`src/rtl/adc_seg7_display.sv`:
```
// ADC word to 4-digit multiplexed 7-segment display: sequential double-dabble binary-to-BCD plus digit scan.
// Optional leading-zero blanking is compiled in when the SEG7_LZB_EN macro is defined.
module adc_seg7_display #(
    parameter int CLK_HZ       = 48000000,
    parameter int REFRESH_HZ   = 1000,
    parameter int COMMON_ANODE = 1
) (
    input  logic        CLK_48,
    input  logic        rst_n,
    input  logic [15:0] adc_in,
    output logic [15:0] bcd_out,
    output logic        busy,
    output logic [6:0]  seg,
    output logic        dp,
    output logic [3:0]  an
);

    localparam int DIV = CLK_HZ / (REFRESH_HZ * 4);
    localparam int PW  = (DIV > 1) ? $clog2(DIV) : 1;

    localparam logic [6:0] SEG_OFF = (COMMON_ANODE != 0) ? 7'h7F : 7'h00;
    localparam logic [3:0] AN_OFF  = (COMMON_ANODE != 0) ? 4'hF : 4'h0;
    localparam logic       DP_OFF  = (COMMON_ANODE != 0) ? 1'b1 : 1'b0;

    typedef enum logic [1:0] {IDLE, SHIFT, DONE} state_t;

    state_t          state_q, state_d;
    logic [11:0]     shadow_q, shadow_d;
    logic [27:0]     sr_q, sr_d;
    logic [3:0]      cnt_q, cnt_d;
    logic [15:0]     bcd_q, bcd_d;
    logic            busy_q, busy_d;
    logic [PW-1:0]   presc_q, presc_d;
    logic [1:0]      idx_q, idx_d;
    logic [6:0]      seg_q, seg_d;
    logic [3:0]      an_q, an_d;
    logic            dp_q;

    logic [3:0]      nibble;
    logic            blank;
    logic [6:0]      seg_hi;
    logic [3:0]      an_hi;

    // Bits above the 12-bit conversion range are deliberately dropped.
    logic unused_adc_hi;
    assign unused_adc_hi = ^adc_in[15:12];

    // One double-dabble iteration: correct every BCD nibble >= 5, then shift left.
    function automatic logic [27:0] dabble_step(input logic [27:0] r);
        logic [27:0] adj;
        adj = r;
        for (int i = 0; i < 4; i++) begin
            if (adj[12 + 4*i +: 4] >= 4'd5)
                adj[12 + 4*i +: 4] = adj[12 + 4*i +: 4] + 4'd3;
        end
        return {adj[26:0], 1'b0};
    endfunction

    function automatic logic [6:0] decode(input logic [3:0] n);
        case (n)
            4'd0:    decode = 7'h3F;
            4'd1:    decode = 7'h06;
            4'd2:    decode = 7'h5B;
            4'd3:    decode = 7'h4F;
            4'd4:    decode = 7'h66;
            4'd5:    decode = 7'h6D;
            4'd6:    decode = 7'h7D;
            4'd7:    decode = 7'h07;
            4'd8:    decode = 7'h7F;
            4'd9:    decode = 7'h6F;
            default: decode = 7'h00;
        endcase
    endfunction

    // Conversion FSM.
    always_comb begin
        // NOTE: every signal gets a default first so no path through the case infers a latch.
        state_d  = state_q;
        shadow_d = shadow_q;
        sr_d     = sr_q;
        cnt_d    = cnt_q;
        bcd_d    = bcd_q;
        busy_d   = busy_q;
        case (state_q)
            IDLE: begin
                if (adc_in[11:0] != shadow_q) begin
                    shadow_d = adc_in[11:0];
                    sr_d     = {16'h0000, adc_in[11:0]};
                    cnt_d    = 4'd0;
                    busy_d   = 1'b1;
                    state_d  = SHIFT;
                end
            end
            SHIFT: begin
                sr_d  = dabble_step(sr_q);
                cnt_d = cnt_q + 4'd1;
                if (cnt_q == 4'd11) state_d = DONE;
            end
            DONE: begin
                bcd_d   = sr_q[27:12];
                busy_d  = 1'b0;
                state_d = IDLE;
            end
            default: state_d = IDLE;
        endcase
    end

    // Digit scan; seg and an are computed from the same index so they update on the same edge.
    always_comb begin
        presc_d = presc_q + PW'(1);
        idx_d   = idx_q;
        if (presc_q == PW'(DIV - 1)) begin
            presc_d = '0;
            idx_d   = idx_q + 2'd1;
        end

        nibble = bcd_q[{idx_q, 2'b00} +: 4];
`ifdef SEG7_LZB_EN
        case (idx_q)
            2'd3:    blank = (bcd_q[15:12] == 4'h0);
            2'd2:    blank = (bcd_q[15:8]  == 8'h00);
            2'd1:    blank = (bcd_q[15:4]  == 12'h000);
            default: blank = 1'b0;
        endcase
`else
        blank = 1'b0;
`endif
        seg_hi = blank ? 7'h00 : decode(nibble);
        an_hi  = 4'b0001 << idx_q;
        seg_d  = (COMMON_ANODE != 0) ? ~seg_hi : seg_hi;
        an_d   = (COMMON_ANODE != 0) ? ~an_hi  : an_hi;
    end

    always_ff @(posedge CLK_48 or negedge rst_n) begin
        if (!rst_n) begin
            state_q  <= IDLE;
            shadow_q <= '0;
            sr_q     <= '0;
            cnt_q    <= '0;
            bcd_q    <= '0;
            busy_q   <= 1'b0;
            presc_q  <= '0;
            idx_q    <= '0;
            seg_q    <= SEG_OFF;
            an_q     <= AN_OFF;
            dp_q     <= DP_OFF;
        end else begin
            // NOTE: non-blocking assignments so every register samples pre-edge values.
            state_q  <= state_d;
            shadow_q <= shadow_d;
            sr_q     <= sr_d;
            cnt_q    <= cnt_d;
            bcd_q    <= bcd_d;
            busy_q   <= busy_d;
            presc_q  <= presc_d;
            idx_q    <= idx_d;
            seg_q    <= seg_d;
            an_q     <= an_d;
            dp_q     <= DP_OFF;
        end
    end

    assign bcd_out = bcd_q;
    assign busy    = busy_q;
    assign seg     = seg_q;
    assign an      = an_q;
    assign dp      = dp_q;

endmodule

```
`config.mk`:
```
export PLATFORM = sky130hd
export DESIGN_NAME = adc_seg7_display
export DESIGN_NICKNAME = d
export VERILOG_FILES = /design/src/rtl/adc_seg7_display.sv
export SDC_FILE = /design/constraint.sdc
export NUM_CORES = 1
export LEC_CHECK = 0
export ABC_AREA = 1
export BUFFER_PORTS_ARGS = -buffer_cell sky130_fd_sc_hd__buf_2
export CAP_MARGIN = 20
export CORE_MARGIN = 4
export CORE_UTILIZATION = 30
export CTS_CLUSTER_DIAMETER = 80
export DETAILED_ROUTE_END_ITERATION = 10
export PLACE_DENSITY = 0.47
export REMOVE_ABC_BUFFERS = 1
export SLEW_MARGIN = 20
export SYNTH_ARGS = -nofsm -noshare
export SYNTH_HDL_FRONTEND = slang
export SYNTH_SLANG_ARGS = --single-unit
```
`constraint.sdc`:
```
create_clock -name CLK_48 -period 3.6 [get_ports CLK_48]
set_input_delay 0.36 -clock CLK_48 [delete_from_list [all_inputs] [get_ports CLK_48]]
set_output_delay 0.36 -clock CLK_48 [all_outputs]
set_load 0.01 [all_outputs]
```
==> flow_metrics.py, run 1 <==
metrics = {
    "status": {
        "status": "finished, final reports clean",
    },
    "timing": {
        "holdWs_ns": 0.252,
        "finalSetupTns_ns": 0,
        "skew_ns": 0.00826,
        "slew_violations": 0,
        "finalSetupViolCount": 0,
        "post-route-min-period_ns": 1.88,
        "grt_setup_unrepaired": "no",
        "clock.fmax_mhz": 532,
        "fin_crit_sh": 0.522,
        "hold_viol": 0,
        "worstMarginPinSlew_ns": 0.870,
        "max-slew-margin-rel": 0.419,
    },
    "synthesis": {
        "synth_edf_count": 0,
        "synth.top_cells.by_count": "nand2_1, dfrtp_1, inv_1",
        "synth_warnings": 0,
        "ys_ff_latch": 90,
        "synth.top_cells.by_area": "dfrtp_1, nand2_1, dfstp_2",
        "ys_types": 34,
        "ys_async_sr_fraction": 1.00,
        "synth_cells": 572,
        "synth.most_common_cell": "nand2_1",
        "yosysSeqAreaShare": 0.490,
        "yosysTopAreaCellShare": 0.428,
        "synth_top_cell_by_area": "dfrtp_1",
        "synth-main-ff-cell": "dfrtp_1",
        "netlist_area_mm2": 0.00462,
        "syn_area_per_cell_um2": 8.08,
    },
    "global_routing": {
        "grt_pass1_vias": 3504,
        "grt_use_total": 0.113,
        "grt_antenna_before_repair": 0,
        "grt_start_max_net_pins": 56,
        "grt_pass1_wl_mm": 16.2,
        "overflow": 0,
    },
    "power_and_ir_drop": {
        "pwr-share-seq": 0.384,
        "powerDensity_mw_per_mm2": 833,
        "total_power_mw": 4.41,
        "p_leak_nw": 2.78,
        "p_sw_mw": 1.75,
        "p_clk_frac": 0.226,
        "power_frac_comb": 0.390,
        "switching_share": 0.397,
        "ir_drop_v": 0.000400,
        "cell_internal_pwr_mw": 2.66,
    },
    "floorplan": {
        "die_y_um": 132,
        "ios": 47,
        "rows": 45,
        "initial_core_util": 0.305,
        "die_w_um": 132,
        "dieArea_mm2": 0.0175,
        "core_area_mm2": 0.0151,
    },
    "clock_tree": {
        "clock_sinks": 90,
        "path_clk_slew_ns": 0.06,
        "htree_num_levels": 3,
        "clk-insertion-delay-late_ns": 0.34,
        "cts_buffers": 9,
        "root_buffer": "clkbuf_16",
        "cts_tree": "built",
        "clock_path_buffers": 2,
        "ctsResizeCount": 0,
        "cts_setup_buffers": 0,
    },
    "worst_setup_path": {
        "r2r_start": "idx_q[0]",
        "r2r_cells": 9,
        "cp-startpoint": "idx_q[0]",
        "arrival_ns": 2.14,
        "crit_fanout": 13,
        "rrSetupSlack_ns": 1.72,
        "worst-setup-path-type": "register to register",
        "reg2reg_to": "seg[4]",
        "worst_setup_path_end_kind": "register",
        "worstPathRequired_ns": 3.86,
        "crit_end": "seg[4]",
        "crit_path_start_kind": "register",
    },
    "placement": {
        "hpwl_mm": 6.47,
        "portBuffers": 41,
        "gp_congestion": 0.731,
        "postPlaceCellArea_mm2": 0.00496,
    },
    "worst_hold_path": {
        "hold_path_class": "input port to register",
    },
    "layout": {
        "num_antenna_cells": 0,
        "area_growth_pct": 14.4,
        "finalInstanceArea_mm2": 0.00529,
        "nets": 647,
        "drive_gt1_frac": 0.148,
    },
    "routing": {
        "wl_met2_mm": 4.26,
        "drc": 0,
        "met1_length_mm": 4.61,
        "first_pass_iters": 4,
        "routedWlPerCell_um": 11.7,
        "vias_per_cell": 4.51,
        "final_antenna_net_count": 0,
        "met3_length_um": 394,
        "highest_layer": "met4",
        "dr_total_vias": 3619,
        "first_iter_violations": 189,
        "routed_wl_mm": 9.39,
    },
    "flow_run": {
        "cap_violations": 0,
    },
}
per-stage QoR:
step,setup WS [ns],cells,utilization
6_report,1.72,803,0.349
5_1_grt,1.50,803,0.349
4_1_cts,1.69,803,0.349
3_5_place_dp,1.59,786,0.327
3_3_place_gp,1.57,786,0.327
2_1_floorplan,2.02,554,-
flip-flops by register name, summed over array words and instances (netlist names):
signal	count
state_q	2
cnt_q	4
seg	7
busy	1
an	4
sr_q	28
bcd_out	16
presc_q	14
idx_q	2
shadow_q	12
power groups by stage:
| stage | logic [mW] | clock network [mW] | registers, mW |
|---|---|---|---|
| after global routing | 2.05 | 1.07 | 1.75 |
| final | 1.72 | 0.997 | 1.69 |
| after global placement | 1.72 | 0 | 1.70 |
| after floorplan | 1.23 | 0 | 1.70 |
| after detailed placement | 1.75 | 0 | 1.71 |
| after CTS | 1.76 | 1.04 | 1.69 |
cells in the final DEF (no fill, tap or decap), types with 6 or more instances in the layout:
cell type    n
buf_2       40
dfstp_2     11
clkbuf_16    9
nand3_1     51
nand2_1    185
dfrtp_1     79
inv_2        8
xor2_1       6
inv_1       62
nor2_1      30
ha_1        19
a21oi_1     17
o21ai_0     54
critical path: stages (launching register included):
cell and delay, ns:
dfrtp_1 0.59, inv_2 0.18, nand2_1 0.09, nand3_1 0.09
nand2_1 0.17, inv_1 0.12, ha_1 0.21, nor2_1 0.12
a21oi_1 0.05, o21ai_0 0.16
layer usage:
| layer | up-vias | global-route usage |
|---|---|---|
| li1 | 1882 | - |
| met1 | 1679 | 0.139 |
| met2 | 47 | 0.188 |
| met3 | 11 | 0.0344 |
| met4 | 0 | 0.0368 |
| met5 | - | 0 |
worst min path at each step:
stage               cells past startpoint      start          end
global route                            3  adc_in[0]      sr_q[0]
floorplan                               0      rst_n   bcd_out[0]
CTS                                     3  adc_in[0]  shadow_q[0]
detailed placement                      1      rst_n   presc_q[5]
finish                                  3  adc_in[0]  shadow_q[0]
global placement                        1      rst_n   presc_q[5]
what timing repair did:
action,in CTS,in global routing
hold buffers,1,0
hold endpoints to repair,10,0
endpoints found under the setup margin,0,0
final cells by class:
type	count	area, um^2
clock buffers	9	225
repair buffers	45	240
fillers	1592	9860
well taps	188	235
flip-flops and latches	90	2270
multi-input cells	393	1960
inverters	71	268
clock inverters	7	93.8
cells by family after synthesis:
family	after synthesis	synth area share
compound gates	76	0.0866
buf+inv	89	0.0858
xor+xnor	11	0.0208
other cells	1	0.000811
flops	90	0.490
fa+ha+maj	19	0.0514
simple gates	286	0.264
Power figures use the tool's default switching activity.
==> run 2, diff against run 1 <==
clock period = 1.82 ns   (was 3.6 ns; I/O delays follow)
==> run 2 against run 1 <==
Net effect: final cell count is 1.5% higher; clock skew decreased by 0.0026 ns; total power is 100% higher; fmax grew 14%; register-to-register slack got worse by 1.6 ns; highest routed layer unchanged; via count grew 1.9%; wire length rose by 3.1%; non-clock buffer count grew 13; die area unchanged.
==> flow_metrics.py, run 2 (synthesis results as in run 1) <==
metrics = {
    "status": {
        "status": "finished, final reports clean",
    },
    "timing": {
        "finalSetupViolCount": 0,
        "skew_ns": 0.00569,
        "setup_ws_ns": 0.164,
        "hold_viol": 0,
        "post-route-min-period_ns": 1.66,
        "slew_violations": 0,
        "holdWs_ns": 0.0785,
        "clock.fmax_mhz": 604,
        "fin_crit_sh": 0.910,
    },
    "placement": {
        "portBuffers": 41,
        "hpwl_mm": 7.05,
        "dpl_worst_slack_ns": 0.0909,
        "dpl.cell_count": 795,
        "gp_congestion": 0.733,
    },
    "power_and_ir_drop": {
        "switching_share": 0.394,
        "p_clk_frac": 0.214,
        "ir_drop_v": 0.000761,
        "powerDensity_mw_per_mm2": 1640,
        "p_leak_nw": 2.85,
        "cell_internal_pwr_mw": 5.39,
        "pwr-share-seq": 0.378,
        "p_sw_mw": 3.50,
        "power_frac_comb": 0.407,
    },
    "clock_tree": {
        "path_clk_slew_ns": 0.06,
        "cts_tree": "built",
        "cts_buffers": 9,
        "root_buffer": "clkbuf_16",
        "clk-insertion-delay-late_ns": 0.35,
        "clock_sinks": 90,
        "clock_path_buffers": 2,
        "htree_num_levels": 3,
    },
    "worst_setup_path": {
        "crit_family": "flip-flops",
        "worst-setup-path-type": "register to register",
        "path_cells": "buf_4 -> o21ai_0 -> nand2_1 -> buf_4 -> ha_1 -> nand2_1 -> inv_1 -> o21ai_0",
        "cp.buffers_inverters": 3,
        "r2r_start": "idx_q[0]",
        "crit_slowest_cell": "dfrtp_2",
        "arrival_ns": 1.91,
        "max_stage_delay_ns": 0.48,
        "worstPathRequired_ns": 2.08,
        "reg2reg_to": "seg[5]",
        "r2r_cells": 8,
        "worst_setup_path_end_kind": "register",
        "crit_fanout": 11,
        "crit_path_start_kind": "register",
        "rrSetupSlack_ns": 0.16,
    },
    "floorplan": {
        "die_y_um": 132,
        "core_area_mm2": 0.0151,
        "ios": 47,
        "die_w_um": 132,
        "rows": 45,
        "dieArea_mm2": 0.0175,
        "initial_core_util": 0.305,
    },
    "routing": {
        "wl_met2_mm": 4.45,
        "highest_layer": "met4",
        "routedWlPerCell_um": 11.9,
        "first_pass_iters": 4,
        "first_iter_violations": 121,
        "final_antenna_net_count": 0,
        "routed_wl_mm": 9.68,
        "drc": 0,
        "dr_total_vias": 3689,
        "vias_per_cell": 4.53,
        "met3_length_um": 424,
        "met1_length_mm": 4.72,
    },
    "flow_run": {
        "cap_violations": 0,
    },
    "layout": {
        "area_growth_pct": 17.1,
        "nets": 660,
        "instances_no_fill": 815,
        "num_antenna_cells": 0,
        "final_common_cell": "nand2_1",
        "layout_common_cells": "nand2_1, dfrtp_1, inv_1",
        "drive_gt1_frac": 0.166,
        "multi_input_area_mm2": 0.00196,
        "regArea_mm2": 0.00227,
        "fillers": 1586,
        "largest_reg_flops": 28,
        "final_core_util": 0.357,
        "top_register": "sr_q",
    },
    "worst_hold_path": {
        "min_from": "adc_in[2]",
        "hold_end": "shadow_q[2]",
        "min_path_cells": 3,
        "hold_path_class": "input port to register",
    },
    "global_routing": {
        "grt_start_max_net_pins": 34,
        "grt_antenna_before_repair": 0,
        "grt_pass1_wl_mm": 17.0,
        "grt_pass1_vias": 3589,
        "overflow": 0,
        "grt_use_total": 0.118,
    },
}
## run 2: worst max-delay path by stage
stage / start / end / cells past startpoint
after floorplan: idx_q[0] / seg[0] / 9
after global placement: idx_q[0] / seg[0] / 9
after detailed placement: idx_q[0] / seg[4] / 9
after CTS: idx_q[0] / seg[4] / 9
after global routing: idx_q[0] / seg[4] / 8
final: idx_q[0] / seg[5] / 8
## run 2: metal layers
metal | global-route usage | up-vias
met5 | 0 | -
met4 | 0.0263 | 0
met3 | 0.0408 | 6
met2 | 0.193 | 60
met1 | 0.151 | 1724
li1 | - | 1899
## run 2: cell type report
class	count	area share
sequential	90	0.419
clock buffer	13	0.0499
multi-input combinational	393	0.362
timing repair buffer	58	0.0694
tap	188	0.0435
inverter	71	0.0495
clock inverter	2	0.00647
## run 2: stage by stage
step	area [um^2]	power (mW)	setup TNS, ns
global placement	5060	6.96	0
global route	5410	9.82	-0.00121
finish	5410	8.90	0
detailed placement	5060	7.07	0
CTS	5380	9.04	0
floorplan	4490	5.80	0
## run 2: worst min-delay path, stage by stage
cell and delay (ns):
buf_2 0.11, nand2_1 0.05, nand2_1 0.05
## run 2: power groups by stage
stage | logic, mW | registers (mW) | clock network, mW
6_report | 3.62 | 3.37 | 1.91
4_1_cts | 3.69 | 3.37 | 1.98
5_1_grt | 4.27 | 3.49 | 2.06
3_3_place_gp | 3.58 | 3.38 | 0
3_5_place_dp | 3.67 | 3.41 | 0
2_1_floorplan | 2.43 | 3.37 | 0
## run 2: timing repair
item                                    CTS  global route
hold buffers                              1             0
buffers inserted                          0             4
endpoints found under the setup margin    0             5
gates resized for setup                   0             2
endpoints found under the hold margin    29             0
==> run 3, diff against run 2 <==
ABC_AREA = 0   (was 1)
==> run 3 against run 2 <==
Net effect: sequential share of layout area about the same; clock skew increased by 0.0048 ns; non-clock buffer count increased by 12; via count decreased by 10%; critical endpoint is now seg[0]; largest cell class unchanged; clock power decreased by 5%.
==> flow_metrics.py, run 3 <==
metrics = {
    "routing": {
        "first_iter_violations": 130,
        "routedWlPerCell_um": 14.5,
        "drc": 0,
        "final_antenna_net_count": 0,
        "vias_per_cell": 4.90,
        "first_pass_iters": 4,
        "dr_total_vias": 3308,
        "routed_wl_mm": 9.76,
    },
    "power_and_ir_drop": {
        "switching_share": 0.353,
        "total_power_mw": 8.20,
        "p_sw_mw": 2.90,
        "ir_drop_v": 0.000531,
        "p_leak_nw": 2.53,
        "pwr-share-seq": 0.395,
        "power_frac_comb": 0.383,
        "cell_internal_pwr_mw": 5.31,
        "p_clk_frac": 0.222,
        "powerDensity_mw_per_mm2": 1520,
    },
    "synthesis": {
        "yosysTopAreaCellShare": 0.437,
        "ys_async_sr_fraction": 1.00,
        "synth_warnings": 0,
        "synth_cells": 427,
        "ys_types": 45,
        "synth_top_cell_by_area": "dfrtp_1",
        "syn_area_per_cell_um2": 10.6,
        "yosysSeqAreaShare": 0.501,
        "synth-main-ff-cell": "dfrtp_1",
        "synth.most_common_cell": "dfrtp_1",
        "synth.top_cells.by_area": "dfrtp_1, dfstp_2, ha_1",
        "synth.top_cells.by_count": "dfrtp_1, nand2_1, inv_1",
        "netlist_area_mm2": 0.00453,
        "ys_ff_latch": 90,
        "synth_edf_count": 0,
    },
    "worst_setup_path": {
        "path_cells": "mux4_1 -> ha_1 -> or2_1 -> a21oi_2 -> nor2_1",
        "worst_setup_path_end_kind": "register",
        "r2r_start": "idx_q[0]",
        "rrSetupSlack_ns": 0.05,
        "crit_fanout": 4,
        "worst-setup-path-type": "register to register",
        "arrival_ns": 2.04,
        "max_stage_delay_ns": 0.64,
        "worstPathRequired_ns": 2.09,
        "r2r_cells": 5,
        "crit_path_start_kind": "register",
        "crit_slowest_cell": "mux4_1",
        "reg2reg_to": "seg[0]",
        "cp-startpoint": "idx_q[0]",
    },
    "timing": {
        "setup_ws_ns": 0.0497,
        "hold_viol": 0,
        "slew_violations": 0,
        "finalSetupViolCount": 0,
        "skew_ns": 0.0105,
        "post-route-min-period_ns": 1.77,
        "grt_setup_unrepaired": "yes",
        "clock.fmax_mhz": 565,
        "max-slew-margin-rel": 0.481,
        "fin_crit_sh": 0.973,
        "worstMarginPinSlew_ns": 0.775,
    },
    "status": {
        "status": "finished, final reports clean",
    },
    "clock_tree": {
        "clk-insertion-delay-late_ns": 0.35,
        "clock_sinks": 90,
        "cts_setup_buffers": 0,
        "clock_path_buffers": 2,
        "cts_buffers": 9,
        "cts_tree": "built",
        "root_buffer": "clkbuf_16",
        "path_clk_slew_ns": 0.07,
        "htree_num_levels": 3,
    },
    "worst_hold_path": {
        "hold_end": "shadow_q[1]",
        "hold_path_class": "input port to register",
        "min_from": "adc_in[1]",
        "min_path_cells": 3,
    },
    "placement": {
        "portBuffers": 41,
        "dpl_worst_slack_ns": 0.0491,
        "hpwl_mm": 6.99,
        "gp_congestion": 0.791,
    },
    "global_routing": {
        "grt_start_max_net_pins": 38,
        "grt_use_total": 0.122,
        "overflow": 0,
        "grt_antenna_before_repair": 0,
        "grt_pass1_wl_mm": 16.4,
        "grt_pass1_vias": 3242,
    },
    "layout": {
        "area_growth_pct": 19.4,
        "num_antenna_cells": 0,
        "fillers": 1444,
        "final_common_cell": "dfrtp_1",
        "drive_gt1_frac": 0.251,
        "largest_reg_flops": 28,
        "nets": 523,
        "layout_common_cells": "dfrtp_1, nand2_1, buf_2",
        "top_register": "sr_q",
    },
    "floorplan": {
        "die_w_um": 131,
        "initial_core_util": 0.309,
        "ios": 47,
        "dieArea_mm2": 0.0171,
        "rows": 44,
        "die_y_um": 131,
        "core_area_mm2": 0.0146,
    },
    "flow_run": {
        "cap_violations": 0,
    },
}
## run 3: cell types whose count changed after synthesis, sizes merged, moves of 7 or more
cell | before | now
a22o | 0 | 17
a31oi | 0 | 8
inv | 70 | 27
mux2 | 0 | 12
nand2 | 188 | 48
nand2b | 0 | 8
nand3 | 53 | 12
nor2 | 31 | 24
nor2b | 0 | 10
nor4 | 0 | 7
o21ai | 56 | 16
xnor2 | 5 | 13
xor2 | 6 | 19
## run 3: final cells by class
type / instances / area [um^2] / area share
Inverter: 27 / 101 / 0.0188
Clock buffer: 12 / 236 / 0.0438
Tap cell: 184 / 230 / 0.0426
Timing Repair Buffer: 70 / 457 / 0.0845
Multi-Input combinational cell: 288 / 2060 / 0.382
Clock inverter: 4 / 51.3 / 0.00949
Sequential cell: 90 / 2270 / 0.419
## run 3: power groups by stage
stage                     sequential (mW)  clock [mW]  combinational (mW)
after floorplan                      3.26           0                2.02
after global placement               3.27           0                3.11
after detailed placement             3.28           0                3.16
after CTS                            3.25        1.90                3.18
after global routing                 3.35        1.99                3.55
final                                3.24        1.82                3.14
## run 3: worst max path at each step
stage	cells after the start	end	slack [ns]
floorplan	4	cnt_q[0]	-1.17
global placement	5	seg[0]	0.07
detailed placement	5	seg[0]	0.05
CTS	5	seg[0]	0.05
global route	6	seg[5]	-0.01
finish	5	seg[0]	0.05
## run 3: metal layers
| layer | part of all wire | vias to the layer above | global-route usage |
|---|---|---|---|
| met4 | 0.014 | 0 | 0.0381 |
| met2 | 0.48 | 58 | 0.197 |
| met3 | 0.041 | 12 | 0.0341 |
| met1 | 0.46 | 1628 | 0.159 |
| met5 | 0 | - | 0 |
| li1 | - | 1610 | - |
## run 3: worst max-delay path, delay by kind of cell (launching register included)
family / cells / cell delay [ns]
multiplexers: 1 / 0.64
AO/OA/AOI/OAI: 1 / 0.15
AND/OR/NAND/NOR: 2 / 0.29
adder cells (fa/ha/maj): 1 / 0.22
flip-flops: 1 / 0.40
## run 3: logic make-up (layout without fill, tap and decap cells)
group / Yosys count / after routing / synth area share
simple gates: 131 / 131 / 0.142
flops: 90 / 90 / 0.501
compound gates: 88 / 88 / 0.140
buf+inv: 49 / 113 / 0.0492
xor+xnor: 32 / 32 / 0.0619
fa+ha+maj: 19 / 19 / 0.0525
mux: 17 / 17 / 0.0536
other cells: 1 / 1 / 0.000829
## run 3: through the flow
stage / hold slack (ns) / TNS, ns / util / cells / cell area [um^2]
6_report: 0.0795 / 0 / 0.369 / 675 / 5400
5_1_grt: 0.0931 / -0.00968 / 0.369 / 675 / 5400
2_1_floorplan: -0.114 / -41.56 / - / 405 / 4400
3_5_place_dp: 0.132 / 0 / 0.348 / 658 / 5100
3_3_place_gp: 0.132 / 0 / 0.348 / 658 / 5100
4_1_cts: 0.0688 / 0 / 0.368 / 675 / 5390
## run 3: timing repair
| action | 4_1_cts | 5_1_grt |
|---|---|---|
| endpoints found under the setup margin | 0 | 12 |
| gates resized for setup | 0 | 2 |
| endpoints found under the hold margin | 14 | 0 |
| hold buffers | 1 | 0 |
